File: src/rtl/fetch_unit_pkg.sv
// ----------------------------------------------------------------------------
// fetch_unit_pkg
// Shared types and constants for the rv32i instruction-fetch front end.
//   fetch_state_t : fetch FSM state encoding
//   NOP_INST      : value shown on inst out of reset (addi x0,x0,0)
//   DEF_RESET_PC  : default reset PC
//   pc_aligned()  : true when a PC is 4-byte aligned
// ----------------------------------------------------------------------------
package fetch_unit_pkg;

    typedef enum logic [2:0] {
        ST_REQ   = 3'd0,
        ST_WAIT  = 3'd1,
        ST_HOLD  = 3'd2,
        ST_NEXT  = 3'd3,
        ST_FAULT = 3'd4
    } fetch_state_t;

    localparam logic [31:0] NOP_INST     = 32'h0000_0013;
    localparam logic [31:0] DEF_RESET_PC = 32'h0000_0000;

    function automatic logic pc_aligned(input logic [31:0] pc);
        return (pc[1:0] == 2'b00);
    endfunction

endpackage

File: src/rtl/fetch_unit.sv
// ----------------------------------------------------------------------------
// fetch_unit
// Instruction-fetch front end of the non-pipelined rv32i core. Holds the PC,
// issues one imem read per instruction, hands the word to decode, then waits
// for execute to return the next PC.
// Ports:
//   clk, rst              : core clock; asynchronous active-low reset
//   next_pc_valid/next_pc : next PC pulse from execute
//   imem_req_*/imem_addr  : read request to instruction memory (valid/ready)
//   imem_rsp_*            : read response from instruction memory
//   inst_valid/ready      : handshake to decode, with inst and inst_pc
//   fault                 : sticky, set on misaligned next_pc
//   fetch_count           : instructions handed to decode (wraps)
// All outputs come straight from registers; no input-to-output paths.
// ----------------------------------------------------------------------------
module fetch_unit
    import fetch_unit_pkg::*;
#(
    parameter logic [31:0] RESET_PC = DEF_RESET_PC
) (
    input  logic        clk,
    input  logic        rst,
    input  logic        next_pc_valid,
    input  logic [31:0] next_pc,
    output logic        imem_req_valid,
    input  logic        imem_req_ready,
    output logic [31:0] imem_addr,
    input  logic        imem_rsp_valid,
    input  logic [31:0] imem_rsp_data,
    output logic        inst_valid,
    input  logic        inst_ready,
    output logic [31:0] inst,
    output logic [31:0] inst_pc,
    output logic        fault,
    output logic [31:0] fetch_count
);

    fetch_state_t r_state, w_state_nxt;
    logic [31:0]  r_pc, w_pc_nxt;
    logic [31:0]  r_inst, r_inst_pc, r_fetch_count;
    logic         w_capture, w_consume;

    always_comb begin
        w_state_nxt = r_state;
        w_pc_nxt    = r_pc;
        w_capture   = 1'b0;
        w_consume   = 1'b0;
        case (r_state)
            ST_REQ: begin
                if (imem_req_ready) w_state_nxt = ST_WAIT;
            end
            ST_WAIT: begin
                if (imem_rsp_valid) begin
                    w_capture   = 1'b1;
                    w_state_nxt = ST_HOLD;
                end
            end
            ST_HOLD: begin
                if (inst_ready) begin
                    w_consume = 1'b1;
                    // Execute can resolve the next PC in the consume cycle;
                    // taking it here skips NEXT and gives the 3-cycle loop.
                    if (next_pc_valid) begin
                        if (pc_aligned(next_pc)) begin
                            w_pc_nxt    = next_pc;
                            w_state_nxt = ST_REQ;
                        end else begin
                            w_state_nxt = ST_FAULT;
                        end
                    end else begin
                        w_state_nxt = ST_NEXT;
                    end
                end
            end
            ST_NEXT: begin
                if (next_pc_valid) begin
                    if (pc_aligned(next_pc)) begin
                        w_pc_nxt    = next_pc;
                        w_state_nxt = ST_REQ;
                    end else begin
                        w_state_nxt = ST_FAULT;
                    end
                end
            end
            ST_FAULT: begin
                w_state_nxt = ST_FAULT;
            end
            default: begin
                w_state_nxt = ST_REQ;
            end
        endcase
    end

    always_ff @(posedge clk or negedge rst) begin
        if (!rst) begin
            r_state       <= ST_REQ;
            r_pc          <= RESET_PC;
            r_inst        <= NOP_INST;
            r_inst_pc     <= RESET_PC;
            r_fetch_count <= 32'd0;
        end else begin
            r_state <= w_state_nxt;
            r_pc    <= w_pc_nxt;
            if (w_capture) begin
                r_inst    <= imem_rsp_data;
                r_inst_pc <= r_pc;
            end
            if (w_consume) r_fetch_count <= r_fetch_count + 32'd1;
        end
    end

    assign imem_req_valid = (r_state == ST_REQ);
    assign imem_addr      = r_pc;
    assign inst_valid     = (r_state == ST_HOLD);
    assign inst           = r_inst;
    assign inst_pc        = r_inst_pc;
    assign fault          = (r_state == ST_FAULT);
    assign fetch_count    = r_fetch_count;

endmodule

File: config.mk
export PLATFORM = sky130hd
export DESIGN_NAME = fetch_unit
export DESIGN_NICKNAME = d
export VERILOG_FILES = /design/src/rtl/fetch_unit_pkg.sv /design/src/rtl/fetch_unit.sv
export SDC_FILE = /design/constraint.sdc
export NUM_CORES = 1
export LEC_CHECK = 0
export BUFFER_PORTS_ARGS = -buffer_cell sky130_fd_sc_hd__buf_4
export CORE_MARGIN = 5
export CORE_UTILIZATION = 49
export CTS_CLUSTER_DIAMETER = 50
export DETAILED_ROUTE_END_ITERATION = 8
export GPL_ROUTABILITY_DRIVEN = 0
export PLACE_DENSITY = 0.8
export SLEW_MARGIN = 15
export SYNTH_ARGS = -nofsm -noshare
export SYNTH_HDL_FRONTEND = slang
export SYNTH_SLANG_ARGS = --single-unit
File: constraint.sdc
create_clock -name clk -period 2.2 [get_ports clk]
set_input_delay 0.44 -clock clk [delete_from_list [all_inputs] [get_ports clk]]
set_output_delay 0.44 -clock clk [all_outputs]
set_load 0.01 [all_outputs]
---- After elaboration in Yosys (flattened, before gate mapping) ----
Cells that the tools add are included.
cells by class
  add/subtract/negate cells ............... 1
  multiply operators ...................... 0
  div/mod/pow operators ................... 0
  $lt $le $gt $ge ......................... 0
  equal/unequal tests ..................... 8
  shifts and indexed selects .............. 0
  mux-type cells .......................... 15
  bitwise operators ....................... 0
  reduce and logical (&&, ||, !) cells .... 5
operators with widths
  operator               number
  $mux 32                3
  $pmux 32 s2            1
  $add 32x1->32 const B  1
  $mux 3                 6
  $pmux 3 s5             1
  $eq 3x2->1 const B     2
  $mux 1                 4
  $ne 2x1->1 const B     2
  $ne 2x2->1 const B     2
  $reduce_and 4->1       1
  $eq 3x1->1 const B     1
  $eq 3x3->1 const B     1
  $logic_not 3->1        1
  $logic_not 2->1        1
  $reduce_and 2->1       1
  $reduce_bool 2->1      1
storage, ports and cells
  bits in registers ....................... 131
  bits in latches ......................... 0
  RAM bits ................................ 0
  ROM bits ................................ 0
  input bits .............................. 70
  word-level logic and storage cells ...... 34
  memories ................................ 0

---- Logic depth before layout (Yosys ltp) ----
  word-level depth ........................ 5
  gate-level depth with buffers ........... 6
  mapped depth without buffers ............ 5

---- Least setup slack after synthesis ----
No wires, ideal clock.
  path kind ............................... reg2reg
  from .................................... register r_state[1]
  to ...................................... register r_inst[10] (netlist: inst[10])
  setup time .............................. 0.125 ns
  arrival time ............................ 1.602 ns
  required time ........................... 2.075 ns
  path slack .............................. 0.473 ns
  cell stages (with the launch flop) ...... 6
  path buffers ............................ 2
  period minus slack after synthesis ...... 1.727 ns
  cell sequence ........................... dfrtp_1 buf_4 nand3b_1 nor2_2 buf_6 mux2_2
between the ends
  cells in the longest elaborated chain, start to end .. 2
ends and longest elaborated chain
  element                 line               source
  start, declared         fetch_unit.sv:38   fetch_state_t r_state, w_state_nxt;
  start signal, assigned  fetch_unit.sv:102  r_state <= w_state_nxt;
  $eq 3x1->1              fetch_unit.sv:48   case (r_state)
  $mux 1                  fetch_unit.sv:48
  end signal, assigned    fetch_unit.sv:105  r_inst <= imem_rsp_data;
  end, declared           fetch_unit.sv:40   logic [31:0] r_inst, r_inst_pc, r_fetch_count;
Every way passes these cells.
A chain may end at the register's enable or synchronous reset.

---- Final worst setup path ----
  from .................................... register r_state[1]
  to ...................................... register r_pc[11] (netlist: imem_addr[11])
between the ends
  cells in the longest elaborated chain, start to end .. 3
  elaborated cells between the ends (all ways) .. 6
  those cells by class .................... 3 x eq/ne; 1 x mux; 2 x reduce/logical
ends and longest elaborated chain
  element                                                                  line               source
  $eq 3x2->1                                                               fetch_unit.sv:48
  $ne 2x1->1 (no source line) / $reduce_bool 2->1 (equally long branches)  --
  $reduce_and 2->1 (no source line)                                        --
  end signal, assigned                                                     fetch_unit.sv:103  r_pc <= w_pc_nxt;
  end, declared                                                            fetch_unit.sv:39   logic [31:0] r_pc, w_pc_nxt;
Parallel ways exist; a longest one is shown, timed or not.

==> metrics.log <==
INFO  metric arrival = 2390 ps
INFO  metric timing.critical_path.fanout_max = 32
INFO  metric buffer_cell_driving_the_clock_tree_root = sky130_fd_sc_hd__clkbuf_8
INFO  metric tritoncts = done
INFO  metric run_status = finished clean
INFO  metric timing.clock.skew = 11.2 ps
INFO  metric placedInstanceArea = 7050 µm²
INFO  metric ir_worst_vdd = roughly 0.00064 V
INFO  metric cts-buffers-inserted = 17
INFO  metric number_of_global_route_vias_before_repair = roughly 3,900
INFO  metric setup.reg_to_reg.worst_slack = slightly above 200 ps
INFO  metric max_cap_violations = 0
INFO  metric grt-ovfl-total = 0
INFO  metric netlist.area_leader.share = 0.592
INFO  metric crit_path_start = r_state[1]
INFO  metric cts.reportedPaths.clkPinSlew = 60 ps
INFO  metric report.power.total = roughly 10 mW
INFO  metric avgViaCountPerCell = about 5.0
INFO  metric layout.core_utilization = 0.705
INFO  metric post_synth_instance_area = roughly 5400 µm²
INFO  metric grt_pass1_wl = between 20 and 25 mm
INFO  metric synthesis.instances = between 300 and 400
INFO  metric post-dp-hpwl = ~9.6 mm
INFO  metric dp.cells = about 700
INFO  metric synthToLayoutAreaGrowth = 41.2%
INFO  metric die-height = ~120 µm
INFO  metric r2r_cells = 4
INFO  metric worst_hold_path.endpoint = r_state[0]
INFO  metric route.detailed.drc = 0
INFO  metric timing.final.max_slew_violations = 0
INFO  metric dr.first_iter.drc_count = 150
INFO  metric synth-edff-count = 0
INFO  metric placeableCoreArea = roughly 11,000 µm²
INFO  metric post_route_cells_drive_above_1_share = 0.604
INFO  metric timing.setup.tns = 0 ps
INFO  metric instances_no_fill = 716
INFO  metric power_density_relative_to_cell_area = 1330 nW/µm²
INFO  metric yosysWarningCount = 0
INFO  metric routed-via-count = between 3,000 and 4,000
INFO  metric numClockSinks = 131
INFO  metric hold_path.startpoint = next_pc_valid
INFO  metric synth_top_flop_cell = sky130_fd_sc_hd__dfrtp_1
INFO  metric final_critical_delay_including_setup_and_external_delays = ~2000 ps
INFO  metric design.die.area = roughly 13,000 µm²
INFO  metric regToRegEndpoint = imem_addr[11]
INFO  metric antenna_violating_nets_post_route = 0
INFO  metric timing.max_slew.rel_slack = 0.602
INFO  metric htree_num_levels = 4
INFO  metric clock_latency = 510 ps
INFO  metric cp-start-kind = flip-flop
INFO  metric netlist.top_cell.by_area = sky130_fd_sc_hd__dfrtp_1
INFO  metric post-route-cell-area = 7640 µm²
INFO  metric synth-async-reset-ratio = 1.00
INFO  metric timing.hold.ws = approximately 130 ps
INFO  metric hold_violations = 0
INFO  metric postRouteWirelength = 12.8 mm
INFO  metric largest_net_degree_at_the_start_of_global_routing = 38
INFO  metric achievable-frequency = 500 MHz
INFO  metric first_pass_iters = 4
INFO  metric floorplan.rows = 38
INFO  metric fin_ws = around 200 ps
INFO  metric net_count_of_the_mapped_netlist = between 400 and 500
INFO  metric grt_usage = 0.200
INFO  metric chipWidth = between 100 and 150 µm
INFO  metric setup.worst_path.end_class = flip-flop
INFO  metric leakage_power = ~3.8 nW
INFO  metric mean_routed_wirelength_per_cell = 17.9 µm
INFO  metric unrepaired_setup_endpoints_after_global_routing = no
INFO  metric n_fill_cell = 758
INFO  metric worstSetupPathType = flip-flop to flip-flop
INFO  metric ys_seq_area_frac = 0.606
INFO  metric io_buffer_count = 200
INFO  metric min_path_type = input port to flip-flop
INFO  metric crit-reg2reg-launch = r_state[1]
INFO  metric antenna_violations_before_repair = 0
INFO  metric pre_cts_slack = ~220 ps
INFO  metric synth_seq_cells = ~130
INFO  metric min_delay_path_depth = 2
INFO  metric required = between 2000 and 3000 ps
INFO  metric synth.lib_cells_used.distinct = 36
INFO  metric floorplan.initialDensity = 0.499
INFO  metric num-nets-final = about 630
INFO  metric avgSynthCellArea = around 16 µm²
INFO  metric timing.final.crit_share = 0.908
INFO  metric top_level_port_count = 201
INFO  metric setup_viol = 0
INFO  metric slew_at_the_pin_closest_to_its_max_slew_limit = ~600 ps
INFO  metric antenna_cells = 0
INFO  metric clock_path_buffers = 2
INFO  metric synth_area_leaders = sky130_fd_sc_hd__dfrtp_1 59%, sky130_fd_sc_hd__mux2_2 14%, sky130_fd_sc_hd__mux2_4 7.8%
## power by group
group | total, mW | internal [mW] | switching (mW) | leakage (nW)
clock | 2.70 | 1.67 | 1.03 | 0.273
combinational | 3.54 | 2.16 | 1.38 | 1.91
sequential | 3.94 | 3.30 | 0.642 | 1.66
total | 10.2 | 7.13 | 3.05 | 3.85
## how the worst max path moves through the flow
stage,end,depth (start not counted),slack (ps)
floorplan,inst[10],5,470
global placement,imem_addr[21],4,280
detailed placement,imem_addr[12],4,220
CTS,imem_addr[24],4,210
global route,imem_addr[24],4,130
finish,imem_addr[11],4,200
## state kept, by name, indices dropped and copies added, names as in the netlist
name	count
imem_addr	32
fetch_count	32
inst_pc	32
r_state	3
inst	32
## routing by layer
layer | wire length [µm] | GRT usage | vias to the layer above
met5 | 0 | 0 | -
met4 | 228 | 0.0704 | 0
met3 | 920 | 0.0600 | 24
met2 | 6610 | 0.334 | 136
met1 | 5050 | 0.247 | 1780
li1 | - | - | 1668
## timing repair
item	4_1_cts	5_1_grt
gates resized for setup	0	0
hold buffers	1	0
endpoints found under the hold margin	20	0
setup endpoints to repair	0	0
buffers inserted	0	0
## cells in the mapped netlist, types with 3 or more instances
| cell | instances |
|---|---|
| sky130_fd_sc_hd__xnor2_1 | 24 |
| sky130_fd_sc_hd__mux2_4 | 28 |
| sky130_fd_sc_hd__buf_6 | 8 |
| sky130_fd_sc_hd__dfrtp_1 | 128 |
| sky130_fd_sc_hd__nand2_1 | 13 |
| sky130_fd_sc_hd__dfstp_2 | 3 |
| sky130_fd_sc_hd__nor3_1 | 5 |
| sky130_fd_sc_hd__nor2_1 | 5 |
| sky130_fd_sc_hd__and3_1 | 6 |
| sky130_fd_sc_hd__mux2_2 | 67 |
| sky130_fd_sc_hd__nand4_1 | 9 |
| sky130_fd_sc_hd__nand3_1 | 16 |
| sky130_fd_sc_hd__xor2_1 | 7 |
## cells in the final DEF (no fill, tap or decap), types with 2 or more instances in the layout
| master | netlist | layout |
|---|---|---|
| sky130_fd_sc_hd__nand4_1 | 9 | 9 |
| sky130_fd_sc_hd__buf_4 | 2 | 203 |
| sky130_fd_sc_hd__dfstp_2 | 3 | 3 |
| sky130_fd_sc_hd__nor3b_1 | 2 | 2 |
| sky130_fd_sc_hd__buf_12 | 2 | 5 |
| sky130_fd_sc_hd__and4_1 | 2 | 2 |
| sky130_fd_sc_hd__xnor2_1 | 24 | 24 |
| sky130_fd_sc_hd__nor4_4 | 2 | 2 |
| sky130_fd_sc_hd__and2_1 | 2 | 2 |
| sky130_fd_sc_hd__nand2_1 | 13 | 13 |
| sky130_fd_sc_hd__bufinv_16 | 0 | 2 |
| sky130_fd_sc_hd__nand3_1 | 16 | 16 |
| sky130_fd_sc_hd__clkbuf_8 | 0 | 3 |
| sky130_fd_sc_hd__o21ai_0 | 2 | 2 |
| sky130_fd_sc_hd__and3_1 | 6 | 6 |
| sky130_fd_sc_hd__clkinv_2 | 0 | 3 |
| sky130_fd_sc_hd__nor2_1 | 5 | 5 |
| sky130_fd_sc_hd__mux2_2 | 67 | 67 |
| sky130_fd_sc_hd__clkinv_4 | 0 | 2 |
| sky130_fd_sc_hd__dfrtp_1 | 128 | 128 |
| sky130_fd_sc_hd__mux2_4 | 28 | 28 |
| sky130_fd_sc_hd__clkbuf_16 | 0 | 16 |
| sky130_fd_sc_hd__xor2_1 | 7 | 7 |
| sky130_fd_sc_hd__nor3_1 | 5 | 5 |
| sky130_fd_sc_hd__clkinvlp_4 | 0 | 4 |
## logic make-up (layout without fill, tap and decap cells)
logic type | Yosys count | count (layout) | synth area share
flops | 131 | 131 | 0.606
simple gates | 71 | 71 | 0.0865
fa+ha+maj | 1 | 1 | 0.00231
xor+xnor | 31 | 31 | 0.0502
mux | 95 | 95 | 0.217
buf+inv | 15 | 242 | 0.0310
compound gates | 5 | 5 | 0.00647
## critical path, cell delays in order, from the launching register on
cell and delay (ps):
sky130_fd_sc_hd__dfrtp_1 560, sky130_fd_sc_hd__o211ai_2 150, sky130_fd_sc_hd__or4_2 610, sky130_fd_sc_hd__buf_12 220, sky130_fd_sc_hd__mux2_4 320
## final cells by class
type / count / area, µm² / area share
Clock inverter: 12 / 131 / 0.0172
Multi-Input combinational cell: 203 / 1970 / 0.258
Inverter: 1 / 3.75 / 0.000491
Tap cell: 140 / 175 / 0.0229
Sequential cell: 131 / 3280 / 0.430
Timing Repair Buffer: 209 / 1630 / 0.214
Clock buffer: 20 / 445 / 0.0583
(Power assumes the default switching activity.)
